### src/rtl/cam_stream_gen_if.sv
// cam_stream_gen_if: camera pixel bus (PCLK/VSYNC/HREF/D) plus generator control and status.
interface cam_stream_gen_if;
  logic       enable;
  logic [1:0] pattern_sel;
  logic       pclk;
  logic       vsync;
  logic       href;
  logic [7:0] d;
  logic       frame_done;
  logic       busy;
  modport master (input enable, pattern_sel, output pclk, vsync, href, d, frame_done, busy);
  modport slave (output enable, pattern_sel, input pclk, vsync, href, d, frame_done, busy);
endinterface

### src/rtl/cam_stream_gen.sv
// cam_stream_gen: OV7670-style YCbCr 4:2:2 camera emulator producing deterministic test frames.
// Define CAM_STREAM_NOISE_EN to dither every Y byte with a 16-bit Fibonacci LFSR.
module cam_stream_gen #(
  parameter int H_ACTIVE = 640,
  parameter int H_TOTAL  = 784,
  parameter int V_SYNC   = 3,
  parameter int V_BP     = 17,
  parameter int V_ACTIVE = 480,
  parameter int V_FP     = 10
) (
  input logic             CLOCK_24,
  input logic             rst_n,
  cam_stream_gen_if.master bus
);
  localparam logic [2:0] S_IDLE = 3'd0;
  localparam logic [2:0] S_SYNC = 3'd1;
  localparam logic [2:0] S_BP   = 3'd2;
  localparam logic [2:0] S_ACT  = 3'd3;
  localparam logic [2:0] S_FP   = 3'd4;
  localparam logic [10:0] LINE_END = 11'(2 * H_TOTAL - 1);
  localparam logic [10:0] ACT_B    = 11'(2 * H_ACTIVE);
  localparam logic [10:0] HA       = 11'(H_ACTIVE);
  localparam logic [10:0] BAR1     = 11'(H_ACTIVE / 4);
  localparam logic [10:0] BAR2     = 11'(H_ACTIVE / 2);
  localparam logic [10:0] BAR3     = 11'(3 * H_ACTIVE / 4);
  localparam logic [9:0]  VS_END   = 10'(V_SYNC - 1);
  localparam logic [9:0]  BP_END   = 10'(V_BP - 1);
  localparam logic [9:0]  ACT_END  = 10'(V_ACTIVE - 1);
  localparam logic [9:0]  FP_END   = 10'(V_FP - 1);
  logic        pclk_q, vsync_q, href_q, frame_done_q, busy_q;
  logic [7:0]  d_q, d_d;
  logic [2:0]  state_q, state_d;
  logic [10:0] bcnt_q, bcnt_d;
  logic [9:0]  lcnt_q, lcnt_d, sq_q, sq_d, seg_end;
  logic [1:0]  pat_q, pat_d, bar;
  logic        upd, eol, eos, frame_end, start, href_d, sq_on;
  logic [10:0] xe, sq_sum;
  logic [7:0]  y_v, cb_v, cr_v, y_o;
  // Everything paced by pixel bytes moves only on the pclk 1->0 cycle.
  assign upd       = pclk_q;
  assign eol       = bcnt_q == LINE_END;
  assign seg_end   = state_q == S_SYNC ? VS_END : state_q == S_BP ? BP_END :
                     state_q == S_ACT ? ACT_END : FP_END;
  assign eos       = eol && lcnt_q == seg_end;
  assign frame_end = state_q == S_FP && eos;
  assign start     = bus.enable && (state_q == S_IDLE || frame_end);
  assign sq_sum    = {1'b0, sq_q} + 11'd4;
  always_comb begin
    state_d = state_q;
    bcnt_d  = bcnt_q;
    lcnt_d  = lcnt_q;
    pat_d   = pat_q;
    sq_d    = upd && frame_end ? (sq_sum >= HA ? 10'(sq_sum - HA) : sq_sum[9:0]) : sq_q;
    if (upd && start) begin
      state_d = S_SYNC;
      bcnt_d  = '0;
      lcnt_d  = '0;
      pat_d   = bus.pattern_sel;
    end else if (upd && state_q != S_IDLE) begin
      bcnt_d  = eol ? '0 : bcnt_q + 11'd1;
      lcnt_d  = eos ? '0 : lcnt_q + {9'd0, eol};
      state_d = !eos ? state_q : state_q == S_SYNC ? S_BP : state_q == S_BP ? S_ACT :
                state_q == S_ACT ? S_FP : S_IDLE;
    end
  end
  // Colour is chosen per pixel pair from the even pixel x; pattern 0 Y uses each byte's own x.
  assign href_d = state_d == S_ACT && bcnt_d < ACT_B;
  assign xe     = {1'b0, bcnt_d[10:2], 1'b0};
  assign bar    = xe < BAR1 ? 2'd0 : xe < BAR2 ? 2'd1 : xe < BAR3 ? 2'd2 : 2'd3;
  assign sq_on  = pat_d == 2'd2 && lcnt_d >= 10'd208 && lcnt_d < 10'd272 &&
                  xe >= {1'b0, sq_q} && xe < {1'b0, sq_q} + 11'd64;
  assign y_v  = pat_d == 2'd0 ? bcnt_d[10:3] :
                pat_d == 2'd1 ? (bar == 2'd0 ? 8'd81 : bar == 2'd1 ? 8'd145 : bar == 2'd2 ? 8'd210 : 8'd41) :
                sq_on ? 8'd145 : 8'd16;
  assign cb_v = pat_d == 2'd1 ? (bar == 2'd0 ? 8'd90 : bar == 2'd1 ? 8'd54 : bar == 2'd2 ? 8'd16 : 8'd240) :
                sq_on ? 8'd54 : 8'd128;
  assign cr_v = pat_d == 2'd1 ? (bar == 2'd0 ? 8'd240 : bar == 2'd1 ? 8'd34 : bar == 2'd2 ? 8'd146 : 8'd110) :
                sq_on ? 8'd34 : 8'd128;
`ifdef CAM_STREAM_NOISE_EN
  logic [15:0] lfsr_q;
  always_ff @(posedge CLOCK_24 or negedge rst_n) begin
    if (!rst_n) lfsr_q <= 16'hACE1;
    else if (upd && href_d && bcnt_d[0]) lfsr_q <= {lfsr_q[14:0], lfsr_q[15] ^ lfsr_q[13] ^ lfsr_q[12] ^ lfsr_q[10]};
  end
  assign y_o = y_v ^ {6'd0, lfsr_q[1:0]};
`else
  assign y_o = y_v;
`endif
  assign d_d = !href_d ? 8'd0 : bcnt_d[0] ? y_o : bcnt_d[1] ? cr_v : cb_v;
  always_ff @(posedge CLOCK_24 or negedge rst_n) begin
    if (!rst_n) begin
      pclk_q       <= 1'b0;
      vsync_q      <= 1'b0;
      href_q       <= 1'b0;
      d_q          <= 8'd0;
      frame_done_q <= 1'b0;
      busy_q       <= 1'b0;
      state_q      <= S_IDLE;
      bcnt_q       <= '0;
      lcnt_q       <= '0;
      sq_q         <= '0;
      pat_q        <= '0;
    end else begin
      pclk_q       <= ~pclk_q;
      frame_done_q <= upd && frame_end;
      state_q      <= state_d;
      bcnt_q       <= bcnt_d;
      lcnt_q       <= lcnt_d;
      sq_q         <= sq_d;
      pat_q        <= pat_d;
      if (upd) begin
        vsync_q <= state_d == S_SYNC;
        href_q  <= href_d;
        d_q     <= d_d;
        busy_q  <= state_d != S_IDLE;
      end
    end
  end
  assign bus.pclk       = pclk_q;
  assign bus.vsync      = vsync_q;
  assign bus.href       = href_q;
  assign bus.d          = d_q;
  assign bus.frame_done = frame_done_q;
  assign bus.busy       = busy_q;
endmodule
### src/flat_wrapper.sv
// flat-port wrapper written by rule: the top's interface ports become plain ports
module cam_stream_gen_flat 
#(
  parameter int H_ACTIVE = 640,
  parameter int H_TOTAL  = 784,
  parameter int V_SYNC   = 3,
  parameter int V_BP     = 17,
  parameter int V_ACTIVE = 480,
  parameter int V_FP     = 10
)
  (CLOCK_24, rst_n, bus_enable, bus_pattern_sel, bus_pclk, bus_vsync, bus_href, bus_d, bus_frame_done, bus_busy);
  cam_stream_gen_if bus_i ();
  input logic CLOCK_24;
  input logic rst_n;
  input wire logic [$bits(bus_i.enable)-1:0] bus_enable;
  input wire logic [$bits(bus_i.pattern_sel)-1:0] bus_pattern_sel;
  output wire logic [$bits(bus_i.pclk)-1:0] bus_pclk;
  output wire logic [$bits(bus_i.vsync)-1:0] bus_vsync;
  output wire logic [$bits(bus_i.href)-1:0] bus_href;
  output wire logic [$bits(bus_i.d)-1:0] bus_d;
  output wire logic [$bits(bus_i.frame_done)-1:0] bus_frame_done;
  output wire logic [$bits(bus_i.busy)-1:0] bus_busy;
  assign bus_i.enable = bus_enable;
  assign bus_i.pattern_sel = bus_pattern_sel;
  assign bus_pclk = bus_i.pclk;
  assign bus_vsync = bus_i.vsync;
  assign bus_href = bus_i.href;
  assign bus_d = bus_i.d;
  assign bus_frame_done = bus_i.frame_done;
  assign bus_busy = bus_i.busy;
  cam_stream_gen #(.H_ACTIVE(H_ACTIVE), .H_TOTAL(H_TOTAL), .V_SYNC(V_SYNC), .V_BP(V_BP), .V_ACTIVE(V_ACTIVE), .V_FP(V_FP)) u_core (.CLOCK_24(CLOCK_24), .rst_n(rst_n), .bus(bus_i));
endmodule
### config.mk
export PLATFORM = sky130hd
export DESIGN_NAME = cam_stream_gen_flat
export DESIGN_NICKNAME = d
export VERILOG_FILES = /design/src/rtl/cam_stream_gen_if.sv /design/src/rtl/cam_stream_gen.sv /design/src/flat_wrapper.sv
export SDC_FILE = /design/constraint.sdc
export NUM_CORES = 1
export LEC_CHECK = 0
export BUFFER_PORTS_ARGS = -buffer_cell sky130_fd_sc_hd__buf_2
export CORE_ASPECT_RATIO = 0.6
export CORE_MARGIN = 2
export CORE_UTILIZATION = 47
export CTS_CLUSTER_SIZE = 24
export DETAILED_ROUTE_END_ITERATION = 6
export SLEW_MARGIN = 10
export SYNTH_ARGS = -nofsm -noshare
export SYNTH_HDL_FRONTEND = slang
export SYNTH_SLANG_ARGS = --single-unit
### constraint.sdc
create_clock -name CLOCK_24 -period 5.4 [get_ports CLOCK_24]
set_input_delay 0 -clock CLOCK_24 [delete_from_list [all_inputs] [get_ports CLOCK_24]]
set_output_delay 0 -clock CLOCK_24 [all_outputs]
set_load 0.01 [all_outputs]
==> results by group, run 1 <==
Layout
  • Synthesis-to-layout area growth: 6.19%
  • Antenna Cells: 0
  • Final Util: 51.1%
  • Share of layout cells above drive strength 1: 12.1%
  • Fin area: 0.00401 mm^2
  • Layout Cells excl Fill: 546
  • Nets: 463
  • Filler cells: 724

CTS
  • CTS Buffer Depth: 2
  • CTS Hold Buffers Added: 1
  • # H-tree levels: 2
  • Post-CTS setup repair buffer count: 0
  • Worst-path clk slew: around 0.070 ns
  • Clk Latency, worst-skew pair: 0.29 ns
  • CTS resizes: 0
  • Clk sink count: 47
  • CTS tree: done
  • TritonCTS Buffers: 5
  • Root buf cell: clkbuf_16

Worst setup path
  • Element type at the critical path start: flip-flop
  • Crit path kind: reg2reg
  • CP max stage delay: around 0.49 ns
  • Setup crit end kind: flip-flop
  • Worst Path Required: ~5.6 ns
  • CP Max Fanout: 11
  • WP data arrival: ~4.6 ns
  • CP Cell Sequence: ha_1 > and4_1 > nand4_1 > inv_2 > nand4_2 > o31ai_4 > nor2_1 > ha_1 > a21oi_1 > nor2b_1 > o21a_1 > a2111oi_0 > nor2b_1 > nand4_1 > and2_2 > o32ai_2
  • Slowest-stage cell, CP: o31ai_4

STA
  • Fin. Hold Viols: 0
  • Final setup viols: 0
  • Achievable Freq: 226 MHz
  • Min cycle time layout: roughly 4.4 ns
  • Clock Skews: 0.00571 ns
  • Pins over their slew limit: 0
  • Fin Setup TNS: 0 ns
  • Rel. slew slack: 36.4%
  • Worst-Margin Slew: 0.941 ns
  • Hold_ws: 0.0464 ns
  • RSZ-0062 raised after global routing: no
  • Tcrit/Tclk final: between 80 and 90%

Global route
  • GRT Util Overall: a little under a quarter
  • Grt total ovfl: 0
  • Initial antenna violation count: 0
  • Vias in the first global route: 3030
  • Pin count of the biggest net entering global routing: 48
  • First-pass GRT wire length: 16.1 mm

Synth
  • Syn Std Cell Area: 0.00378 mm^2
  • Area fraction in compound gates after synthesis: 19.6%
  • Cell taking the most area after synthesis: dfrtp_1
  • Top post-synthesis cells by area: dfrtp_1 31%, ha_1 7.0%, nor2_1 4.1%
  • Synth Area in XOR/XNOR: 6.26%
  • Yosys reg bits: 47
  • Syn Nets: 458
  • Synth Area per Inst: 8.75 um^2
  • Ys async rst share: 100%
  • Top cell type's share of synthesized area: a little under a third
  • Leading cell types by count after synthesis: 47 x dfrtp_1, 41 x nor2_1, 28 x nand2_1
  • Post-synth top flop: dfrtp_1
  • Combinational family with the most area after synthesis: simple AND/OR/NAND/NOR gates
  • Cells after Synth: 432
  • Area share of fa/ha/maj cells after synthesis: 6.95%
  • Post-synth EDFFs: 0
  • Top-count cell post-synth: dfrtp_1
  • Library cells used by synthesis: 72
  • Post-synthesis simple-gate area fraction: 25.0%
  • Post-synthesis mux area share: 3.01%
  • Yosys Warn Count: 0
  • Share of the yosys chip area belonging to registers: 31.1%

Power and ir drop
  • Peak supply drop: 0.140 mV
  • Leakage: 1.70 nW
  • PwrDens: around 310 mW/mm^2
  • NetSw: 0.451 mW
  • Net Sw Frac: 36.5%
  • Pint: ~0.78 mW
  • Comb power frac: 33.4%
  • Clock share of power: 30.0%
  • Share of power burned in registers: 36.6%

Hold path
  • Min-Delay Path Class: in2reg

Floorplanning
  • Ports: 18
  • # rows: 25
  • Die footprint: 0.00880 mm^2
  • Die width: 120 um
  • Die Span Y: 73.5 um
  • Initial core utilization: 48.1%
  • Core area: 0.00785 mm^2

Flow run
  • Max Cap Viol: 0

Placement
  • GPL Wtd Cong: roughly 0.96
  • Placed cells: 537
  • IO buf count: 17
  • Post-DP Area: 0.00383 mm^2
  • HPWL after DPL: 7.07 mm

Drt
  • Drt pass-1 iters: 5
  • Residual DRC: 0
  • Number of DRC markers in iteration 0: between 200 and 300
  • Vias: 3325
  • Final wirelength: 9.69 mm
  • Final ANT Viol Nets: 0
  • DR WL/cell: 17.7 um
  • Vias per inst: about 6.1

Run status
  • Status: finished clean
[per-stage QoR]
stage | worst slack (ns) | power (mW)
after global placement | 1.12 | 0.860
after CTS | 1.01 | 1.23
after floorplan | 1.61 | 0.757
after global routing | 0.483 | 1.31
after detailed placement | 1.04 | 0.856
final | 0.975 | 1.24
[routing by layer]
layer | GRT usage, % | part of all wire [%]
met5 | 0 | 0
met4 | 6.01 | 1.6
met3 | 6.21 | 7.4
met2 | 32.5 | 39
met1 | 36.6 | 51
[registers in the layout, summed over array words and instances (netlist names)]
signal                 count
u_core.sq_q                8
u_core.lcnt_q             10
u_core.bus.busy            1
u_core.bus.href            1
u_core.state_q             3
u_core.bcnt_q             11
u_core.bus.d               8
u_core.bus.pclk            1
u_core.pat_q               2
u_core.bus.vsync           1
u_core.bus.frame_done      1
[power by group through the flow]
| stage | Sequential (mW) | Combinational [mW] | Clock (mW) |
|---|---|---|---|
| 6_report | 0.452 | 0.412 | 0.371 |
| 5_1_grt | 0.460 | 0.457 | 0.395 |
| 4_1_cts | 0.450 | 0.406 | 0.379 |
| 3_5_place_dp | 0.455 | 0.401 | 0 |
| 3_3_place_gp | 0.454 | 0.406 | 0 |
| 2_1_floorplan | 0.429 | 0.328 | 0 |
[worst paths after layout]
check | startpoint | endpoint | slack, ns | depth (start not counted)
setup / recovery | u_core.bcnt_q[0] | u_core.bus.d[0] | 0.97 | 16
hold / removal | bus_pattern_sel[0] | u_core.pat_q[0] | 0.05 | 2
setup reg to reg | u_core.bcnt_q[0] | u_core.bus.d[0] | 0.97 | 16
hold reg to reg | u_core.bus.href | u_core.bus.href | 0.48 | 1
max in group asynchronous | rst_n | u_core.bus.href | 4.61 | 3
min in group asynchronous | rst_n | u_core.lcnt_q[4] | 0.34 | 3
[final cells by class]
cell class	instances	area, um^2	share of cell area (%)
repair buffers	22	125	3.12
flip-flops and latches	47	1180	29.3
multi-input cells	333	2300	57.3
well taps	108	135	3.37
inverters	28	105	2.62
clock inverters	2	35.0	0.873
clock buffers	6	139	3.46
[cells by family after synthesis]
logic type               Yosys count
AND/OR/NAND/NOR                  172
AO/OA/AOI/OAI                    102
buffers and inverters             52
flip-flops                        47
XOR/XNOR                          27
adder cells (fa/ha/maj)           21
multiplexers                      11
[worst max-delay path: cells and delay by family, from the launching register on]
family	cells	cell delay [ns]
AOI/OAI and AO/OA	5	1.31
buffers and inverters	1	0.21
and+or+nand+nor	8	1.80
DFF	1	0.42
adders and majority gates	2	0.59
[cells in the final DEF (no fill, tap or decap), types with 5 or more instances in the layout]
master,instances
o31ai_1,5
nand4_1,17
nand2_1,28
o211ai_1,5
a21oi_1,21
dfrtp_1,47
nand3_1,20
xnor2_1,16
nor3_1,8
ha_1,21
nor2_1,41
xor2_1,11
nor4_1,6
o21a_1,7
o21ai_0,18
buf_2,17
nor2b_1,6
mux2i_1,8
inv_1,27
clkbuf_16,5
No activity file was read; power rests on OpenSTA's default activity.
==> run 2: changes to the inputs <==
==> constraint.sdc (replaced) <==
create_clock -name CLOCK_24 -period 4.2 [get_ports CLOCK_24]
set_input_delay 0 -clock CLOCK_24 [delete_from_list [all_inputs] [get_ports CLOCK_24]]
set_output_delay 0 -clock CLOCK_24 [all_outputs]
set_load 0.01 [all_outputs]
==> run 2 against run 1 <==
Net effect: cell area up 3.3%; setup slack worse by 0.76 ns; global-route usage increased by 0.88 points; wire length increased by 7.0%; first-iteration DRC count shrank 1.5%; die area is the same; combinational power is 42% higher; maximum frequency is 11% higher; critical path depth fell by 1; cell count increased by 3.3%; via count up 3.3%; sequential share of layout area decreased by 0.93 points; critical path type unchanged; largest cell class unchanged.
==> results by group, run 2 (synthesized netlist as in run 1, its figures left out) <==
Run status
  • Status: finished clean

Layout
  • Layout Cells excl Fill: 564 (+3.3%)
  • Filler cells: 743 (+2.6%)
  • Antenna Cells: 0 (unchanged)
  • Synthesis-to-layout area growth: 9.67%
  • Most frequent cells in the layout: 47 x dfrtp_1, 41 x nor2_1, 28 x nand2_1
  • Regs by FF count: u_core.bcnt_q (11), u_core.lcnt_q (10)
  • Nets: 483 (+4.3%)
  • Commonest non-fill, non-tap cell in the layout: dfrtp_1
  • Max reg flops: 11 (unchanged)
  • Share of layout cells above drive strength 1: 15.6% (+3.5 points)
  • Most flop-heavy register: u_core.bcnt_q

Worst setup path
  • Setup crit end kind: flip-flop
  • WP data arrival: 4.16 ns (-0.47 ns)
  • Slowest-stage cell, CP: or4_1
  • Element type at the critical path start: flip-flop
  • WP buf/inv: 1 (unchanged)
  • Worst Path Required: 4.38 ns (-1.22 ns)
  • Worst path most repeated cell: o21a_1
  • CP Max Fanout: 8 (-3)
  • CP max stage delay: 0.60 ns (+0.11 ns)
  • Reg2reg start: u_core.lcnt_q[2]
  • Top cell family by delay on the critical path: compound AO/OA/AOI/OAI gates
  • RR Endpoint: u_core.bus.d[5]
  • Reg-to-reg slack, setup: 0.22 ns (-0.76 ns)
  • FF-to-FF path depth: 15 (-1)
  • Crit path kind: reg2reg
  • CP Cell Sequence: or4_1 > mux2i_4 > nand4_4 > o31ai_4 > nor2_1 > ha_1 > nor2b_1 > o21a_1 > o21a_1 > o32ai_1 > o221ai_1 > nand4_1 > buf_4 > o211ai_1 > a32o_1

Global route
  • GRT Util Overall: 24.7% (+0.88 points)
  • Grt total ovfl: 0 (unchanged)
  • Initial antenna violation count: 0 (unchanged)
  • Pin count of the biggest net entering global routing: 48 (unchanged)
  • Vias in the first global route: 3120 (+3.0%)
  • First-pass GRT wire length: 16.7 mm (+3.9%)

CTS
  • Root buf cell: clkbuf_16
  • CTS Buffer Depth: 2 (unchanged)
  • # H-tree levels: 2 (unchanged)
  • Clk Latency, worst-skew pair: 0.29 ns (about the same)
  • Worst-path clk slew: 0.06 ns (about the same)
  • CTS tree: done
  • TritonCTS Buffers: 5 (unchanged)
  • Clk sink count: 47 (unchanged)

Hold path
  • Min-delay src: bus_pattern_sel[1]
  • Hold Path Sink: u_core.pat_q[1]
  • Min-Delay Path Class: in2reg
  • Hold Crit Depth: 3 (+1)

Placement
  • GPL Wtd Cong: 0.973 (+1.1%)
  • HPWL after DPL: 7.95 mm (+12%)
  • Placed cells: 555 (+3.4%)
  • IO buf count: 17 (unchanged)

STA
  • Worst-Margin Slew: 1.01 ns (+0.0710 ns)
  • Pins over their slew limit: 0 (unchanged)
  • Final setup viols: 0 (unchanged)
  • Achievable Freq: 251 MHz (+11%)
  • Min cycle time layout: 3.98 ns (-0.441 ns)
  • Rel. slew slack: 31.6% (-4.8 points)
  • Tcrit/Tclk final: 94.9% (+13 points)
  • Clock Skews: 0.00724 ns (+0.00154 ns)
  • Fin Setup TNS: 0 ns (unchanged)
  • Fin. Hold Viols: 0 (unchanged)

Drt
  • Number of DRC markers in iteration 0: 271 (-1.5%)
  • Final ANT Viol Nets: 0 (unchanged)
  • Vias: 3436 (+3.3%)
  • DR WL/cell: 18.4 um (+3.6%)
  • Residual DRC: 0 (unchanged)
  • Final wirelength: 10.4 mm (+7.0%)
  • Drt pass-1 iters: 4 (-1)
  • Vias per inst: 6.09 (about the same)

Power and ir drop
  • Comb power frac: 38.2% (+4.8 points)
  • Share of power burned in registers: 37.1% (+0.5 points)
  • Net Sw Frac: 38.2% (+1.7 points)
  • NetSw: 0.587 mW (+30%)
  • Leakage: 1.77 nW (+4.1%)
  • Peak supply drop: 0.190 mV (+35%)
  • Clock share of power: 24.7% (-5.3 points)
  • PwrDens: 370 mW/mm^2 (+20%)
  • Pint: 0.949 mW (+21%)
  • Total power: 1.54 mW (+24%)

Floorplanning
  • Die footprint: 0.00880 mm^2 (unchanged)
  • Die width: 120 um (unchanged)
  • Die Span Y: 73.5 um (unchanged)
  • Core area: 0.00785 mm^2 (unchanged)
  • Initial core utilization: 48.1% (unchanged)
  • # rows: 25 (unchanged)
  • Ports: 18 (unchanged)

Flow run
  • Max Cap Viol: 0 (unchanged)
-- run 2: what timing repair did --
action                                  in CTS  in global routing
resized for setup                            0                  6
setup buffers                                0                  2
hold buffers                                 1                  0
endpoints found under the setup margin       0                  6
hold endpoints to repair                    47                  0
-- run 2: metrics by stage --
| stage | hold slack [ns] | utilization (%) | cell area (um^2) | worst slack [ns] |
|---|---|---|---|---|
| after global routing | 0.0689 | 52.8 | 4150 | -0.00820 |
| after global placement | 0.148 | 50.5 | 3970 | 0.258 |
| after CTS | 0.0424 | 52.3 | 4100 | 0.0500 |
| after floorplan | -0.296 | - | 3780 | 0.407 |
| after detailed placement | 0.155 | 50.5 | 3970 | 0.0843 |
| final | 0.0439 | 52.8 | 4150 | 0.215 |
-- run 2: how the worst max path moves through the flow --
stage                            startpoint         endpoint  slack [ns]  cells after the start
final                      u_core.lcnt_q[2]  u_core.bus.d[5]        0.22                     15
after floorplan            u_core.lcnt_q[2]  u_core.bus.d[0]        0.41                     16
after global routing      u_core.state_q[0]  u_core.bus.d[5]      -0.008                     15
after CTS                  u_core.lcnt_q[2]  u_core.bus.d[0]        0.05                     14
after detailed placement   u_core.lcnt_q[2]  u_core.bus.d[0]        0.08                     14
after global placement     u_core.bcnt_q[0]  u_core.bus.d[0]        0.26                     16
-- run 2: tightest hold or removal path: stages --
cell,delay [ns]
buf_2,0.11
mux2i_1,0.09
inv_1,0.09
-- run 2: power by group through the flow --
stage                     clock (mW)  combinational, mW  sequential, mW
after global routing           0.406              0.642           0.575
after floorplan                    0              0.422           0.551
after global placement             0              0.554           0.573
after detailed placement           0              0.561           0.572
final                          0.380              0.586           0.569
after CTS                      0.395              0.565           0.565
-- run 2: routing by layer --
metal | global-route usage [%] | part of all wire [%]
met4 | 3.40 | 0.55
met1 | 39.0 | 54
met5 | 0 | 0
met3 | 5.28 | 6.7
met2 | 34.7 | 38
-- run 2: final cells by class --
| cell class | instances | area [um^2] | area share, % |
|---|---|---|---|
| clock buffer | 6 | 129 | 3.11 |
| sequential | 47 | 1180 | 28.4 |
| timing repair buffer | 42 | 279 | 6.73 |
| inverter | 28 | 105 | 2.54 |
| tap | 108 | 135 | 3.26 |
| multi-input combinational | 333 | 2320 | 56.0 |
